===== src/rtl/dport_timer_target.sv =====
`default_nettype none
// ==========================================================================
// Module   : dport_timer_target
// Purpose  : merlin32i data-port machine timer (64-bit time/compare, irq).
//            Optional prescaler: define DPORT_TIMER_PRESCALER_EN.
// Revision : 1.0 - initial release
// ==========================================================================
module dport_timer_target #(
  parameter logic [63:0] C_RESET_CMP = 64'hFFFF_FFFF_FFFF_FFFF,
  parameter int          C_ADDR_BITS = 5
) (
  input  logic        clk_i,
  input  logic        reset_i,
  output logic        treqready_o,
  input  logic        treqvalid_i,
  input  logic        treqdvalid_i,
  input  logic [1:0]  treqsize_i,
  input  logic [31:0] treqaddr_i,
  input  logic [31:0] treqdata_i,
  input  logic        trspready_i,
  output logic        trspvalid_o,
  output logic        trsprerr_o,
  output logic        trspwerr_o,
  output logic [31:0] trspdata_o,
  output logic        irq_o
);

  localparam int OFF_W = C_ADDR_BITS - 2;
  localparam logic [OFF_W-1:0] C_OFF_TIME_LO = OFF_W'(0);
  localparam logic [OFF_W-1:0] C_OFF_TIME_HI = OFF_W'(1);
  localparam logic [OFF_W-1:0] C_OFF_CMP_LO  = OFF_W'(2);
  localparam logic [OFF_W-1:0] C_OFF_CMP_HI  = OFF_W'(3);
  localparam logic [OFF_W-1:0] C_OFF_CTRL    = OFF_W'(4);
  localparam logic [1:0]       C_SIZE_WORD   = 2'd2;

  // Architectural state
  logic [63:0] time_q, time_d;
  logic [63:0] cmp_q, cmp_d;
  logic        en_q, en_d;
  logic [31:0] hi_shadow_q, hi_shadow_d;
  logic        irq_q, irq_d;

  // Response register
  logic        rsp_valid_q, rsp_valid_d;
  logic        rsp_rerr_q, rsp_rerr_d;
  logic        rsp_werr_q, rsp_werr_d;
  logic [31:0] rsp_data_q, rsp_data_d;

  // Request decode
  logic [OFF_W-1:0] off;
  logic             accept;
  logic             req_err;
  logic             wr_ok;
  logic             rd_ok;
  logic             wr_time_lo, wr_time_hi, wr_cmp_lo, wr_cmp_hi, wr_ctrl;
  logic             rd_time_lo;
  logic [31:0]      ctrl_rdata;
  logic [31:0]      rdata;
  logic             tick;

  assign off         = treqaddr_i[C_ADDR_BITS-1:2];
  assign treqready_o = !rsp_valid_q | trspready_i;
  assign accept      = treqvalid_i & treqready_o;
  assign req_err     = (off > C_OFF_CTRL) | (treqsize_i != C_SIZE_WORD);
  assign wr_ok       = accept & treqdvalid_i & !req_err;
  assign rd_ok       = accept & !treqdvalid_i & !req_err;

  assign wr_time_lo  = wr_ok & (off == C_OFF_TIME_LO);
  assign wr_time_hi  = wr_ok & (off == C_OFF_TIME_HI);
  assign wr_cmp_lo   = wr_ok & (off == C_OFF_CMP_LO);
  assign wr_cmp_hi   = wr_ok & (off == C_OFF_CMP_HI);
  assign wr_ctrl     = wr_ok & (off == C_OFF_CTRL);
  assign rd_time_lo  = rd_ok & (off == C_OFF_TIME_LO);

`ifdef DPORT_TIMER_PRESCALER_EN
  logic [7:0] prescale_q, prescale_d;
  logic [7:0] pcnt_q, pcnt_d;

  always_comb begin
    prescale_d = prescale_q;
    pcnt_d     = pcnt_q;
    tick       = en_q & (pcnt_q == prescale_q);
    if (en_q) begin
      pcnt_d = tick ? 8'h00 : pcnt_q + 8'h01;
    end
    // A CTRL write restarts the prescale period from zero
    if (wr_ctrl) begin
      prescale_d = treqdata_i[15:8];
      pcnt_d     = 8'h00;
    end
  end

  always_ff @(posedge clk_i or posedge reset_i) begin
    if (reset_i) begin
      prescale_q <= 8'h00;
      pcnt_q     <= 8'h00;
    end else begin
      prescale_q <= prescale_d;
      pcnt_q     <= pcnt_d;
    end
  end

  assign ctrl_rdata = {16'h0000, prescale_q, 7'h00, en_q};
`else
  assign tick       = en_q;
  assign ctrl_rdata = {31'h0000_0000, en_q};
`endif

  always_comb begin
    rdata = 32'h0000_0000;
    case (off)
      C_OFF_TIME_LO: rdata = time_q[31:0];
      C_OFF_TIME_HI: rdata = hi_shadow_q;
      C_OFF_CMP_LO:  rdata = cmp_q[31:0];
      C_OFF_CMP_HI:  rdata = cmp_q[63:32];
      C_OFF_CTRL:    rdata = ctrl_rdata;
      default:       rdata = 32'h0000_0000;
    endcase
  end

  always_comb begin
    time_d      = time_q;
    cmp_d       = cmp_q;
    en_d        = en_q;
    hi_shadow_d = hi_shadow_q;

    if (tick) begin
      time_d = time_q + 64'd1;
    end
    // Software writes override the increment in the same cycle
    if (wr_time_lo) begin
      time_d = {time_q[63:32], treqdata_i};
    end
    if (wr_time_hi) begin
      time_d = {treqdata_i, time_q[31:0]};
    end
    if (wr_cmp_lo) begin
      cmp_d[31:0] = treqdata_i;
    end
    if (wr_cmp_hi) begin
      cmp_d[63:32] = treqdata_i;
    end
    if (wr_ctrl) begin
      en_d = treqdata_i[0];
    end
    if (rd_time_lo) begin
      hi_shadow_d = time_q[63:32];
    end

    irq_d = en_q & (time_q >= cmp_q);
  end

  always_comb begin
    rsp_valid_d = rsp_valid_q;
    rsp_rerr_d  = rsp_rerr_q;
    rsp_werr_d  = rsp_werr_q;
    rsp_data_d  = rsp_data_q;
    if (accept) begin
      rsp_valid_d = 1'b1;
      rsp_rerr_d  = req_err & !treqdvalid_i;
      rsp_werr_d  = req_err & treqdvalid_i;
      rsp_data_d  = rd_ok ? rdata : 32'h0000_0000;
    end else if (trspready_i) begin
      rsp_valid_d = 1'b0;
      rsp_rerr_d  = 1'b0;
      rsp_werr_d  = 1'b0;
      rsp_data_d  = 32'h0000_0000;
    end
  end

  always_ff @(posedge clk_i or posedge reset_i) begin
    if (reset_i) begin
      time_q      <= 64'd0;
      cmp_q       <= C_RESET_CMP;
      en_q        <= 1'b0;
      hi_shadow_q <= 32'h0000_0000;
      irq_q       <= 1'b0;
      rsp_valid_q <= 1'b0;
      rsp_rerr_q  <= 1'b0;
      rsp_werr_q  <= 1'b0;
      rsp_data_q  <= 32'h0000_0000;
    end else begin
      time_q      <= time_d;
      cmp_q       <= cmp_d;
      en_q        <= en_d;
      hi_shadow_q <= hi_shadow_d;
      irq_q       <= irq_d;
      rsp_valid_q <= rsp_valid_d;
      rsp_rerr_q  <= rsp_rerr_d;
      rsp_werr_q  <= rsp_werr_d;
      rsp_data_q  <= rsp_data_d;
    end
  end

  assign trspvalid_o = rsp_valid_q;
  assign trsprerr_o  = rsp_rerr_q;
  assign trspwerr_o  = rsp_werr_q;
  assign trspdata_o  = rsp_data_q;
  assign irq_o       = irq_q;

  // Address bits outside the decode window and unused data bits
  logic unused_ok;
  assign unused_ok = ^{treqaddr_i[31:C_ADDR_BITS], treqaddr_i[1:0], treqdata_i[31:1]};

endmodule
`default_nettype wire


===== config.mk =====
export PLATFORM = sky130hd
export DESIGN_NAME = dport_timer_target
export DESIGN_NICKNAME = d
export VERILOG_FILES = /design/src/rtl/dport_timer_target.sv
export SDC_FILE = /design/constraint.sdc
export NUM_CORES = 1
export LEC_CHECK = 0
export CAP_MARGIN = 20
export CELL_PAD_IN_SITES_DETAIL_PLACEMENT = 0
export CELL_PAD_IN_SITES_GLOBAL_PLACEMENT = 1
export CORE_AREA = 2 2 153 155
export DETAILED_ROUTE_END_ITERATION = 10
export DIE_AREA = 0 0 155 157
export GPL_TIMING_DRIVEN = 0
export PLACE_DENSITY_LB_ADDON = 0.2
export SETUP_SLACK_MARGIN = 0.4
export SLEW_MARGIN = 20
export SYNTH_ARGS = -nofsm -noshare
export SYNTH_HDL_FRONTEND = slang
export SYNTH_SLANG_ARGS = --single-unit

===== constraint.sdc =====
create_clock -name clk_i -period 22.2 [get_ports clk_i]
set_input_delay 5.55 -clock clk_i [delete_from_list [all_inputs] [get_ports clk_i]]
set_output_delay 5.55 -clock clk_i [all_outputs]
set_load 0.01 [all_outputs]

==> Word-level counts from Yosys, hierarchy flattened <==
Index checks and enable logic that the tools add are counted.
{ "op_classes": {"addsub": 1, "n_lt_le_gt_ge": 2, "eq_ne": 6, "muxes": 11, "bitwise": 17, "reduce_logical": 9} }
{ "op_table": {"columns": ["operator", "count"], "rows": [
  ["$mux 64", 3],
  ["$pmux 32 s5", 1],
  ["$mux 32", 3],
  ["$add 64x1->64 const B", 1],
  ["$ge 64x64->1", 1],
  ["$and 1x1->1", 14],
  ["$eq 3x2->1 const B", 2],
  ["$reduce_bool 2->1", 3],
  ["$mux 1", 4],
  ["$reduce_and 2->1", 2],
  ["$eq 3x1->1 const B", 1],
  ["$eq 3x3->1 const B", 1],
  ["$gt 3x3->1 const B", 1],
  ["$logic_not 1->1", 3],
  ["$logic_not 3->1", 1],
  ["$ne 2x1->1 const B", 1],
  ["$ne 2x2->1 const B", 1],
  ["$or 1x1->1", 2],
  ["$not 1->1", 1]
]} }
{ "word_totals": {"ff_bits": 197, "inputBits": 71, "out_inout_bits": 37} }

==> Logic depth before layout (Yosys ltp) <==
Gate-level depths: netlist of run 1.
{ "depth": {"depth_word": 8, "depth_mapped": 10, "mapped_depth_nobuf": 9} }

==> Worst setup path before layout of run 1 <==
Ideal clock, no wire load.
{ "synth_path": {"kind": "input to output", "startpoint": "input trspready_i", "endpoint": "output treqready_o", "arrival_ps": 5902, "required_time_ps": 16650, "path_slack_ps": 10748, "path_stages": 2, "path_buffers": 0, "cell_sequence": "nor2b_1 inv_1"} }
{ "synth_via": {"elab_chain_len": 1} }
{ "synth_lines": {"columns": ["element", "line", "text"], "rows": [
  ["from (decl)", "20", "input logic trspready_i,"],
  ["$or 1x1->1", "62", "assign treqready_o = !rsp_valid_q | trspready_i;"],
  ["to (decl)", "14", "output logic treqready_o,"]
]} }
Every way passes these cells.

==> Worst setup path after layout of run 1 <==
Same ends and word-level chain as after synthesis.

==> results.cfg, run 1 <==
[critical_path]
critical_path.n_buffers_inverters = 3
crit_top_cell = clkdlybuf4s50_1
critical_path.max_fanout = 4
path_cells = clkdlybuf4s50_1, nor2b_1, inv_1, clkdlybuf4s50_1
slowest_stage = clkdlybuf4s50_1
r2r-start = trspvalid_o$_DFFE_PP0P_
startpoint_type = primary input
cp.arrival_ps = 6970
crit_path_end = treqready_o
r2r_setup_slack_ps = 19230
crit_family = buffers and inverters
crit_required_ps = 16650
crit_path_end_kind = output pin
cp_slowest_stage_delay_ps = 510
rr_endpoint = hi_shadow_q[8]$_DFFE_PP0P_
crit_start = trspready_i
rr_worst_depth = 7
crit_cells = 4
crit_type = in -> out

[floorplanning]
core_area_um2 = 22500
die_area_um2 = 24300
io_pins = 108
fp.dieH_um = 157
std_cell_rows = 55
initial_core_util_pct = 48.9
dieWidth_um = 155

[timing]
hold-worst-slack_ps = 478
finClkSkew_ps = 15.4
final.setup.tns_ps = 0
max_freq_ghz = 0.0799
setup_violations = 0
setup_slack_ps = 9680
rsz0062_at_grt = no
period_share_pct = 56.4
slew_headroom_pct = 26.0
worst_slew_pin_slew_ps = 1100
period_needed_ps = 12520
slew_violations = 0
final_hold_viol_count = 0

[grt]
grtUsageTotal_pct = 28.4
grt_overflow = 0
grt_pass1_wl_mm = 52.2
antenna_found_initial = 0
grt_max_degree = 81
grt_pass1_vias = 8748

[routing]
route.vias.total = 9099
wl_per_cell_um = 22.5
drc = 0
firstDrtPassIters = 7
met1_length_mm = 15.4
drt.antenna.violating_nets = 0
wl_met3_mm = 2.17
drt_iter0_drc = 746
met2_length_mm = 15.1
vias_per_cell = 6.06
wl_mm = 33.7
top_layer_used = met4

[synthesis]
ys_seq_elements = 197
synth.avg_cell_area_um2 = 9.96
synth_area_leaders = dfrtp_1, dfstp_2, mux2_2
synth_top_area_share_pct = 30.3
yosysWarnings = 0
syn_inst = 1105
synth_flop_cell = dfrtp_1
synth_fp_nets = 1241
yosysSeqAreaShare_pct = 45.5
synth_cell_type_count = 63
synth_top_cell_by_area = dfrtp_1
synthesis.area_um2 = 11000
async_flop_share_pct = 100
synth_edf_count = 0

[power]
ir_drop_mv = 0.0450
p_clk_share_pct = 36.2
power.leakage_nw = 5.41
sw_frac_of_total_pct = 30.6
power_density_nw_per_um2 = 68.9
power_frac_comb_pct = 16.2
p_int_uw = 612
seqPwrFrac_pct = 47.6
switchingPower_uw = 270

[place]
place_hpwl_mm = 24.4
gp_congestion = 0.910
dp_slack_ps = 9700
io_buffers = 77
placed_cell_area_um2 = 12200

[layout]
fin_util_pct = 56.8
drive_above_1_share_pct = 19.3
diodes = 0
area_growth_syn_to_layout_pct = 16.2
fin_area_um2 = 12800
layout.nets = 1339
nFillCells = 2036

[cts]
cts.repair.resized = 0
clk_path_buf_depth = 2
post_cts_buffers = 0
clk_pin_slew_ps = 80
hold_buffers = 0
clkSinkCount = 197
cts_root_buf = clkbuf_16
clk_latency_ps = 450
numCtsBuffers = 17
cts_tree = yes
htree_num_levels = 4

[min_path]
hold_depth = 2
min_path_type = reg -> reg

[run]
maxCapViolCount = 0

[outcome]
status = complete, no violations
==> placed cells by master (no fill, tap or decap), types with 4 or more instances in the layout <==
master	instances
a221oi_1	33
and3_1	17
clkbuf_16	17
nor3_1	13
mux2_2	96
xnor2_1	15
buf_1	8
and4_1	7
a22o_1	30
o21a_1	4
o21ai_0	56
dfrtp_1	133
a21o_1	5
inv_1	75
a211oi_1	4
a21oi_1	105
o22ai_1	15
xor2_1	16
clkdlybuf4s50_1	77
nand3_1	38
nand2b_1	9
inv_8	4
nand2_1	86
dfstp_2	64
buf_2	22
inv_6	4
ha_1	65
nand4_1	23
o21ai_1	10
and2_1	4
clkbuf_1	25
nor4_1	4
nor2_1	74
==> cells by family after synthesis <==
family	Yosys count	share of synthesized area, %
xor+xnor	31	2.47
simple gates	293	12.9
flops	197	45.5
buf+inv	135	5.10
compound gates	285	16.4
fa+ha+maj	65	7.39
mux	99	10.1
==> worst register-to-register path, delay by kind of cell (launching register included) <==
kind	cells	cell delay (ps)
mux	1	390
flops	1	410
buf+inv	2	600
simple gates	4	1460
==> cell usage after synthesis (2+ instances only) <==
cell type	count
o32ai_1	2
a21o_1	5
nor4_2	2
nand4_1	23
clkbuf_1	24
and2_1	4
buf_2	22
o21a_1	4
buf_4	3
nand3_1	38
nor2b_1	3
and4_1	7
buf_1	8
and3_1	17
o21ai_1	10
a211oi_1	4
a22o_1	30
inv_1	76
mux2_1	2
or2_2	2
dfstp_2	64
dfrtp_1	133
nor4_1	4
o22ai_1	15
o31ai_1	2
a221oi_1	33
xor2_1	16
a21oi_1	105
mux2_2	96
or3_1	3
nand2b_1	9
ha_1	65
nand2_1	86
nor2_1	74
xnor2_1	15
nor3_1	13
o22a_1	2
o21ai_0	56
a31oi_1	3
buf_6	2
==> power groups by stage <==
stage               Sequential, mW  Combinational, mW  Clock [mW]
CTS                          0.418              0.142       0.323
floorplan                    0.415             0.0921           0
global route                 0.423              0.158       0.339
detailed placement           0.425              0.140           0
global placement             0.424              0.137           0
finish                       0.419              0.143       0.319
==> layout make-up <==
cell class	instances	area (µm²)	share of cell area (%)
repair buffers	79	826	6.46
flip-flops and latches	197	5010	39.2
clock inverters	14	165	1.29
multi-input cells	773	5430	42.5
plain buffers	59	275	2.15
inverters	76	293	2.29
clock buffers	18	429	3.36
well taps	285	357	2.79
==> flip-flops by register name, summed over array words and instances (netlist names) <==
signal and cells:
time_q 64, hi_shadow_q 32, trspwerr_o 1, irq_o 1, trspdata_o 32, en_q 1
cmp_q 64, trspvalid_o 1, trsprerr_o 1
==> how the worst min path moves through the flow <==
stage,slack [ps],start,to
2_1_floorplan,460,hi_shadow_q[23]$_DFFE_PP0P_,hi_shadow_q[23]$_DFFE_PP0P_
3_3_place_gp,460,trspdata_o[14]$_DFFE_PP0P_,trspdata_o[14]$_DFFE_PP0P_
3_5_place_dp,470,trspdata_o[9]$_DFFE_PP0P_,trspdata_o[9]$_DFFE_PP0P_
4_1_cts,490,trspdata_o[13]$_DFFE_PP0P_,trspdata_o[13]$_DFFE_PP0P_
5_1_grt,500,trspdata_o[19]$_DFFE_PP0P_,trspdata_o[19]$_DFFE_PP0P_
6_report,480,trspdata_o[9]$_DFFE_PP0P_,trspdata_o[9]$_DFFE_PP0P_
==> per-layer routing <==
metal	up-vias	GRT usage, %
met5	-	0
met3	57	5.92
met2	337	43.3
met4	0	9.26
met1	4523	40.7
li1	4182	-
==> through the flow <==
stage	power, mW	std cells
finish	0.881	1501
global route	0.920	1501
CTS	0.883	1501
detailed placement	0.565	1469
global placement	0.561	1467
floorplan	0.507	1105
Note: power is estimated with default switching activity, not from simulation.
==> run 2, diff against run 1 <==
--- a/config.mk
+++ b/config.mk
@@ -8,9 +8,9 @@
 export CAP_MARGIN = 20
 export CELL_PAD_IN_SITES_DETAIL_PLACEMENT = 0
 export CELL_PAD_IN_SITES_GLOBAL_PLACEMENT = 1
-export CORE_AREA = 2 2 153 155
+export CORE_AREA = 2 2 167 169
 export DETAILED_ROUTE_END_ITERATION = 10
-export DIE_AREA = 0 0 155 157
+export DIE_AREA = 0 0 169 171
 export GPL_TIMING_DRIVEN = 0
 export PLACE_DENSITY_LB_ADDON = 0.2
 export SETUP_SLACK_MARGIN = 0.4
==> constraint.sdc (replaced) <==
create_clock -name clk_i -period 11 [get_ports clk_i]
set_input_delay 2.75 -clock clk_i [delete_from_list [all_inputs] [get_ports clk_i]]
set_output_delay 2.75 -clock clk_i [all_outputs]
set_load 0.01 [all_outputs]
==> results.cfg, run 2 (synthesis gave the netlist of run 1 again) <==
[timing]
period_needed_ps = 6930
final_hold_viol_count = 0
finClkSkew_ps = 12.6
rsz0062_at_grt = no
slew_violations = 0
worst_slew_pin_slew_ps = 1060
max_freq_ghz = 0.144
period_share_pct = 63.0
slew_headroom_pct = 29.5
setup_violations = 0

[place]
gp_congestion = 0.832
place_hpwl_mm = 25.0
io_buffers = 77
post-place-cells = 1530

[critical_path]
critical_path.max_fanout = 4
crit_family = buffers and inverters
cp.arrival_ps = 4180
startpoint_type = primary input
cp_slowest_stage_delay_ps = 510
slowest_stage = clkdlybuf4s50_1
critical_path.n_buffers_inverters = 3
crit_type = in -> out
path_cells = clkdlybuf4s50_1, nor2b_1, inv_1, clkdlybuf4s50_1
crit_required_ps = 8250
crit_path_end_kind = output pin
crit_top_cell = clkdlybuf4s50_1

[power]
power_density_nw_per_um2 = 137
power.leakage_nw = 5.41
ir_drop_mv = 0.0891

[floorplanning]
io_pins = 108
die_area_um2 = 28900
initial_core_util_pct = 40.3
dieWidth_um = 169
fp.dieH_um = 171
std_cell_rows = 61
core_area_um2 = 27300

[layout]
final_common_cell = dfrtp_1
area_growth_syn_to_layout_pct = 16.8
layout_common_cells = dfrtp_1, a21oi_1, mux2_2
layout.nets = 1339
fin_util_pct = 47.0
drive_above_1_share_pct = 19.6
reg_top3 = cmp_q x64, time_q x64
layoutNonFillerInstCount = 1563

[grt]
grt_max_degree = 90
grt_pass1_wl_mm = 53.6
antenna_found_initial = 0
grt_pass1_vias = 8908
grt_overflow = 0
grtUsageTotal_pct = 24.7

[cts]
clkSinkCount = 197
cts.repair.resized = 0
post_cts_buffers = 0
clk_latency_ps = 460
numCtsBuffers = 17
cts_root_buf = clkbuf_16
hold_buffers = 0
clk_path_buf_depth = 2
cts_tree = yes
clk_pin_slew_ps = 80
htree_num_levels = 4

[routing]
wl_per_cell_um = 21.9
wl_mm = 34.3
vias_per_cell = 5.72
drt_iter0_drc = 743
drc = 0
firstDrtPassIters = 7
drt.antenna.violating_nets = 0
route.vias.total = 8941

[outcome]
status = complete, no violations

[run]
maxCapViolCount = 0

[min_path]
min_path_type = reg -> reg
-- run 2: worst min-delay path, delay by kind of cell, from the launching register on --
family           cells  cell delay [ps]
AND/OR/NAND/NOR      1               40
AO/OA/AOI/OAI        1               60
flip-flops           1              340
-- run 2: layout make-up --
cell class              instances  area [µm²]
repair buffers                 79         826
inverters                      76         293
plain buffers                  59         275
diodes                          1        2.50
flip-flops and latches        197        5010
well taps                     346         433
clock buffers                  18         439
multi-input cells             773        5440
fillers                      2643       14500
clock inverters                14         130
-- run 2: path summary, 6_finish.rpt --
check,end,slack [ps],from,depth (start not counted)
setup reg to reg,hi_shadow_q[3]$_DFFE_PP0P_,8010,trspvalid_o$_DFFE_PP0P_,7
max in group asynchronous,cmp_q[4]$_DFFE_PP1P_,7580,reset_i,3
min in group asynchronous,time_q[51]$_DFFE_PP0P_,2630,reset_i,2
hold / removal,trspdata_o[16]$_DFFE_PP0P_,480,trspdata_o[16]$_DFFE_PP0P_,2
setup / recovery,treqready_o,4070,trspready_i,4
hold reg to reg,trspdata_o[16]$_DFFE_PP0P_,480,trspdata_o[16]$_DFFE_PP0P_,2
-- run 2: report_power, final --
part           internal (mW)  total (mW)  switching [mW]
logic                  0.124       0.287           0.163
registers              0.785       0.846          0.0608
clock network          0.308       0.626           0.319
-- run 2: stage by stage --
| stage | cell area, µm² | worst slack, ps | hold slack, ps | TNS (ps) | power (mW) |
|---|---|---|---|---|---|
| 2_1_floorplan | 11000 | 2990 | 458 | 0 | 1.02 |
| 3_3_place_gp | 12200 | -161 | 461 | -19440 | 1.14 |
| 3_5_place_dp | 12300 | 4090 | 469 | 0 | 1.14 |
| 4_1_cts | 12800 | 4080 | 487 | 0 | 1.77 |
| 5_1_grt | 12800 | 3980 | 508 | 0 | 1.84 |
| 6_report | 12800 | 4070 | 479 | 0 | 1.76 |
-- run 2: metal layers --
layer  vias to the layer above  global-route usage, %  routed length, µm
met5                         -                      0                  0
met4                         0                   7.25                705
met3                        39                   4.49               1700
met2                       253                   39.1              15700
met1                      4438                   34.7              16200
li1                       4211                      -                  -
